$ cat src/rtl/iob_fifo_dp_ctrl_pkg.sv
// -----------------------------------------------------------------------------
// iob_fifo_dp_ctrl_pkg
// Shared definitions for the dual-port-RAM FIFO controllers (synchronous now,
// asynchronous later).
//   fifo_depth(addr_w) : number of RAM words addressed by addr_w bits
//   level_width(addr_w): width needed to hold 0..depth inclusive
//   fifo_acc_t         : per-cycle accepted write/read pair
//   wr_accept/rd_accept: the accept conditions for a request
// -----------------------------------------------------------------------------
package iob_fifo_dp_ctrl_pkg;

    typedef struct packed {
        logic wr;
        logic rd;
    } fifo_acc_t;

    function automatic int fifo_depth(input int addr_w);
        return 1 << addr_w;
    endfunction

    function automatic int level_width(input int addr_w);
        return addr_w + 1;
    endfunction

    // A write is taken only while there is room.
    function automatic logic wr_accept(input logic w_en, input logic w_full);
        return w_en & ~w_full;
    endfunction

    // A read is taken only while data is stored; there is no fall-through.
    function automatic logic rd_accept(input logic r_en, input logic r_empty);
        return r_en & ~r_empty;
    endfunction

endpackage

$ cat src/rtl/iob_fifo_ptr.sv
// -----------------------------------------------------------------------------
// iob_fifo_ptr
// FIFO pointer register: advances by one when en is high and wraps modulo
// 2**ADDR_W through natural overflow of the ADDR_W-bit register.
//   clk  in  clock, rising edge
//   rst  in  synchronous reset, active-high (pointer -> 0)
//   en   in  advance pointer on this edge
//   ptr  out current pointer value
// -----------------------------------------------------------------------------
module iob_fifo_ptr #(
    parameter int ADDR_W = 4
) (
    input  logic              clk,
    input  logic              rst,
    input  logic              en,
    output logic [ADDR_W-1:0] ptr
);

    logic [ADDR_W-1:0] ptr_d;
    logic [ADDR_W-1:0] ptr_q;

    // Next pointer value: increment with wrap when enabled.
    always_comb begin
        ptr_d = ptr_q;
        if (en) begin
            ptr_d = ptr_q + ADDR_W'(1);
        end else begin
            ptr_d = ptr_q;
        end
    end

    // Pointer register with synchronous reset.
    always_ff @(posedge clk) begin
        if (rst) begin
            ptr_q <= '0;
        end else begin
            ptr_q <= ptr_d;
        end
    end

    assign ptr = ptr_q;

endmodule

$ cat src/rtl/iob_fifo_dp_ctrl.sv
// -----------------------------------------------------------------------------
// iob_fifo_dp_ctrl
// Single-clock FIFO controller driving an external dual-port byte-enable RAM.
// Port A of the RAM is write-only (write pointer), port B is read-only (read
// pointer). Tracks the fill level and registered full/empty flags.
//
// Ports
//   clk, rst                 clock (rising edge), synchronous active-high reset
//   w_en, w_data, w_full     producer side
//   r_en, r_data, r_empty    consumer side; r_data valid one cycle after an
//                            accepted r_en
//   level                    words stored, 0..2**ADDR_W
//   ext_mem_*A               RAM write port (enable, byte enables, addr, data)
//   ext_mem_*B               RAM read port (enable, addr, registered dout)
//
// Optional feature: define IOB_FIFO_ALMOST_FLAGS_EN to add parameter ALMOST_TH
// and the registered outputs almost_full / almost_empty.
// -----------------------------------------------------------------------------
module iob_fifo_dp_ctrl
    import iob_fifo_dp_ctrl_pkg::*;
#(
    parameter int DATA_W = 32,
    parameter int ADDR_W = 4
`ifdef IOB_FIFO_ALMOST_FLAGS_EN
    ,
    parameter int ALMOST_TH = 1
`endif
) (
    input  logic                  clk,
    input  logic                  rst,
    input  logic                  w_en,
    input  logic [DATA_W-1:0]     w_data,
    output logic                  w_full,
    input  logic                  r_en,
    output logic [DATA_W-1:0]     r_data,
    output logic                  r_empty,
    output logic [ADDR_W:0]       level,
`ifdef IOB_FIFO_ALMOST_FLAGS_EN
    output logic                  almost_full,
    output logic                  almost_empty,
`endif
    output logic                  ext_mem_enA,
    output logic [DATA_W/8-1:0]   ext_mem_weA,
    output logic [ADDR_W-1:0]     ext_mem_addrA,
    output logic [DATA_W-1:0]     ext_mem_dinA,
    output logic                  ext_mem_enB,
    output logic [ADDR_W-1:0]     ext_mem_addrB,
    input  logic [DATA_W-1:0]     ext_mem_doutB
);

    localparam int FIFO_DEPTH = fifo_depth(ADDR_W);
    localparam int LEVEL_W    = level_width(ADDR_W);
    localparam logic [LEVEL_W-1:0] LEVEL_FULL = LEVEL_W'(FIFO_DEPTH);

    fifo_acc_t          acc;
    logic [ADDR_W-1:0]  wptr;
    logic [ADDR_W-1:0]  rptr;

    logic [LEVEL_W-1:0] level_d,   level_q;
    logic               r_empty_d, r_empty_q;
    logic               w_full_d,  w_full_q;
    logic               rvalid_d,  rvalid_q;

    // Accept decisions use the registered flags, so full+read accepts only the
    // read and empty+write accepts only the write.
    always_comb begin
        acc    = '0;
        acc.wr = wr_accept(w_en, w_full_q);
        acc.rd = rd_accept(r_en, r_empty_q);
    end

    iob_fifo_ptr #(.ADDR_W(ADDR_W)) u_wptr (
        .clk (clk),
        .rst (rst),
        .en  (acc.wr),
        .ptr (wptr)
    );

    iob_fifo_ptr #(.ADDR_W(ADDR_W)) u_rptr (
        .clk (clk),
        .rst (rst),
        .en  (acc.rd),
        .ptr (rptr)
    );

    // Level update and the flags derived from the next level, so the flags
    // are registered yet consistent with level on every cycle.
    always_comb begin
        level_d = level_q;
        case ({acc.wr, acc.rd})
            2'b10:   level_d = level_q + LEVEL_W'(1);
            2'b01:   level_d = level_q - LEVEL_W'(1);
            default: level_d = level_q;
        endcase
        r_empty_d = (level_d == LEVEL_W'(0));
        w_full_d  = (level_d == LEVEL_FULL);
        rvalid_d  = acc.rd;
    end

    // Controller state registers.
    always_ff @(posedge clk) begin
        if (rst) begin
            level_q   <= '0;
            r_empty_q <= 1'b1;
            w_full_q  <= 1'b0;
            rvalid_q  <= 1'b0;
        end else begin
            level_q   <= level_d;
            r_empty_q <= r_empty_d;
            w_full_q  <= w_full_d;
            rvalid_q  <= rvalid_d;
        end
    end

    // RAM port drive: enables only for accepted requests.
    always_comb begin
        ext_mem_enA   = acc.wr;
        ext_mem_weA   = {(DATA_W/8){acc.wr}};
        ext_mem_addrA = wptr;
        ext_mem_dinA  = w_data;
        ext_mem_enB   = acc.rd;
        ext_mem_addrB = rptr;
    end

    // Read data is passed only in the cycle following an accepted read; a
    // reset in between drops the RAM output so stale words never leak.
    always_comb begin
        if (rvalid_q) begin
            r_data = ext_mem_doutB;
        end else begin
            r_data = '0;
        end
    end

    assign level   = level_q;
    assign r_empty = r_empty_q;
    assign w_full  = w_full_q;

`ifdef IOB_FIFO_ALMOST_FLAGS_EN
    localparam logic [LEVEL_W-1:0] AF_TH = LEVEL_W'(FIFO_DEPTH - ALMOST_TH);
    localparam logic [LEVEL_W-1:0] AE_TH = LEVEL_W'(ALMOST_TH);

    logic almost_full_d,  almost_full_q;
    logic almost_empty_d, almost_empty_q;

    // Threshold flags computed from the next level, like full/empty.
    always_comb begin
        almost_full_d  = (level_d >= AF_TH);
        almost_empty_d = (level_d <= AE_TH);
    end

    // Threshold flag registers.
    always_ff @(posedge clk) begin
        if (rst) begin
            almost_full_q  <= 1'b0;
            almost_empty_q <= 1'b1;
        end else begin
            almost_full_q  <= almost_full_d;
            almost_empty_q <= almost_empty_d;
        end
    end

    assign almost_full  = almost_full_q;
    assign almost_empty = almost_empty_q;
`endif

endmodule

$ cat config.mk
export PLATFORM = sky130hd
export DESIGN_NAME = iob_fifo_dp_ctrl
export DESIGN_NICKNAME = d
export VERILOG_FILES = /design/src/rtl/iob_fifo_dp_ctrl_pkg.sv /design/src/rtl/iob_fifo_ptr.sv /design/src/rtl/iob_fifo_dp_ctrl.sv
export SDC_FILE = /design/constraint.sdc
export NUM_CORES = 1
export LEC_CHECK = 0
export ABC_AREA = 1
export CAP_MARGIN = 20
export CORE_MARGIN = 4
export CORE_UTILIZATION = 28
export CTS_CLUSTER_DIAMETER = 200
export DETAILED_ROUTE_END_ITERATION = 7
export GPL_ROUTABILITY_DRIVEN = 1
export GPL_TIMING_DRIVEN = 1
export PLACE_DENSITY = 0.84
export SETUP_SLACK_MARGIN = 0.1
export SYNTH_ARGS = -nofsm -noshare
export SYNTH_HDL_FRONTEND = slang
export SYNTH_HIERARCHICAL = 1
export SYNTH_SLANG_ARGS = --single-unit
$ cat constraint.sdc
create_clock -name clk -period 2.1 [get_ports clk]
set_input_delay 0.42 -clock clk [delete_from_list [all_inputs] [get_ports clk]]
set_output_delay 0.42 -clock clk [all_outputs]
set_load 0.05 [all_outputs]
==> impl_metrics.ini <==
[global_route]
first_global_vias = 1535
grt_overflow = 0
grtUsageTotal_pct = 15.0
grt_pass1_wl_microns = 7360
grt_max_degree = 33
antenna_found_initial = 0

[timing]
slew_viol_final = 0
min_period_over_period_pct = 91.9
timing.fmax_mhz = 518
hold_violations = 0
fin_skew_ps = 5.91
setup_viol_count_final = 0
relSlewSlack_pct = 65.6
rsz0062_at_grt = no
tightest_slew_ps = 514
min_period_ps = 1930

[synthesis]
synth_top_cell_by_area = dfxtp_1
syn-num-nets = 296
syn_inst = 224
async_reset_ff_share_pct = 0
synth_edf_count = 0
syn_area_sq_mm = 0.00136
yosysUniqueCellTypes = 20
synth_top_area_share_pct = 23.6
synth_seq_cells = 16
avgSynthCellArea_sq_um = 6.05
synthAdderAreaFrac_pct = 3.69
synth-main-ff-cell = dfxtp_1
yosys.area_share.simple_pct = 32.2
synthXorXnorAreaFrac_pct = 0.646
synth_top_family_by_area = buffers and inverters
synthMuxAreaShare_pct = 0
ys_warn_count = 6
ys_seq_area_share_pct = 23.6
synth_compound_area_share_pct = 5.26
synthTopCellsByArea = dfxtp_1, buf_4, nand2_1

[route]
route.met2.wl_microns = 2530
wl_per_cell_microns = 12.9
top_layer = met4
drcViolationCount = 0
route.met3.wl_microns = 579
via_count = 1519
routed_wl_microns = 4630
viasPerCell = 4.22
met1_length_microns = 1410
postRouteAntennaNets = 0
drt-pass1-iter-count = 4
initialDrtViolationCount = 23

[setup_path]
slowest_stage = clkdlybuf4s50_1
worst-path-max-fanout = 4
start_kind = flop
critPathCaptureType = output port
worstSetupPathType = flop to output port
crit_buf_inv = 1
critPathTopFamily = buffers and inverters
worst_path_largest_cell_delay_ps = 840
critPathRequiredTime_ps = 1680
crit_arrival_ps = 1510
r2r_setup_slack_ps = 370
path_cells = clkdlybuf4s50_1

[run]
max-cap-violations = 0

[power]
switchingPower_uw = 756
seqPwrFrac_pct = 22.8
p_per_area_mw_per_mm2 = 656
ir_worst_vdd_v = 0.000517
leakage_uw = 0.00137
power_frac_clock_pct = 15.3
p_comb_share_pct = 61.9
p_total_uw = 1730
switching_share_pct = 43.7
p_int_uw = 974

[cts]
cts_sinks = 16
path_clk_slew_ps = 60
numCtsBuffers = 3
clock_latency_ps = 250
cts_root_buf = clkbuf_8
cts_buffer_depth = 2
cts_tree = done
htree_num_levels = 1

[run_status]
status = completed

[finish]
area_growth_pct = 94.3
final_cell_mix = nand2_1, inv_1, clkdlybuf4s50_1
stdcell_area_sq_mm = 0.00264
fillerInstances = 409
ff_latch_area_sq_um = 322
drive_above_1_share_pct = 27.0
nets = 366
final_common_cell = nand2_1
multi_input_area_sq_um = 599
insertedDiodeCount = 0

[floorplanning]
rows = 25
initial_core_util_pct = 28.7
coreArea_sq_mm = 0.00472
die_h_microns = 77.6
die-area_sq_mm = 0.00602
top_level_ports = 153
die_x_microns = 77.6

[placement]
placed_area_sq_mm = 0.00257
gp_congestion = 0.834
io_buffers = 88
place_hpwl_microns = 4010

[worst_hold_path]
worstHoldPathType = flop to flop
cells by family after synthesis:
kind of cell	count (synthesis)
AO/OA/AOI/OAI	13
XOR/XNOR	1
adder cells (fa/ha/maj)	4
buffers and inverters	89
flip-flops	16
AND/OR/NAND/NOR	101
routing by layer:
metal  GRT usage (%)  up-vias
met4            5.16        0
met3            6.15       10
met1            13.5      648
met5               0        -
met2            29.5      101
li1                -      760
timing repair:
item	CTS	global route
hold buffers	0	0
pin swaps	1	0
resized for setup	4	2
buffers inserted	1	0
endpoints found under the setup margin	4	3
sequential cells by signal, indices dropped and copies added (netlist names):
| name | flops |
|---|---|
| level | 5 |
| r_empty | 1 |
| rvalid_q | 1 |
| u_rptr/ptr | 4 |
| u_wptr/ptr | 4 |
| w_full | 1 |
cells in the mapped netlist (2+ instances only):
| cell type | instances |
|---|---|
| o21ai_0 | 3 |
| buf_4 | 36 |
| o21ai_1 | 2 |
| ha_1 | 4 |
| nand3_2 | 2 |
| nor2_1 | 16 |
| inv_1 | 49 |
| nand2_2 | 5 |
| nor2_2 | 3 |
| nand3_1 | 11 |
| dfxtp_1 | 16 |
| nand2_1 | 61 |
| a21oi_1 | 7 |
| clkbuf_1 | 3 |
worst paths after layout:
| check | start | end | cells past startpoint |
|---|---|---|---|
| setup / recovery | level[1]$_SDFF_PP0_ | level[1] | 1 |
| hold / removal | r_empty$_SDFF_PP1_ | rvalid_q$_SDFF_PP0_ | 1 |
| setup reg to reg | w_full$_SDFF_PP0_ | w_full$_SDFF_PP0_ | 17 |
| hold reg to reg | r_empty$_SDFF_PP1_ | rvalid_q$_SDFF_PP0_ | 1 |
per-stage QoR:
stage / instances / util, % / setup slack [ps] / hold WS (ps) / setup TNS [ps]
after floorplan: 224 / - / 57.0 / 489 / 0
after global placement: 355 / 54.5 / -306 / 477 / -1030
after detailed placement: 355 / 54.5 / -411 / 484 / -1530
after CTS: 360 / 55.9 / 159 / 488 / 0
after global routing: 360 / 55.8 / 131 / 517 / 0
final: 360 / 55.8 / 171 / 487 / 0
final cells by class:
class / instances / share of cell area (%)
Clock buffer: 4 / 2.09
Inverter: 50 / 7.60
Multi-Input combinational cell: 119 / 22.7
Sequential cell: 16 / 12.2
Tap cell: 67 / 3.18
Timing Repair Buffer: 104 / 52.2
power by group through the flow:
| stage | clock (uW) | combinational [uW] | sequential [uW] |
|---|---|---|---|
| 2_1_floorplan | 0 | 592 | 536 |
| 3_3_place_gp | 0 | 1040 | 397 |
| 3_5_place_dp | 0 | 1060 | 400 |
| 4_1_cts | 270 | 1080 | 394 |
| 5_1_grt | 281 | 1140 | 400 |
| 6_report | 265 | 1070 | 394 |
Note: power is estimated with default switching activity, not from simulation.
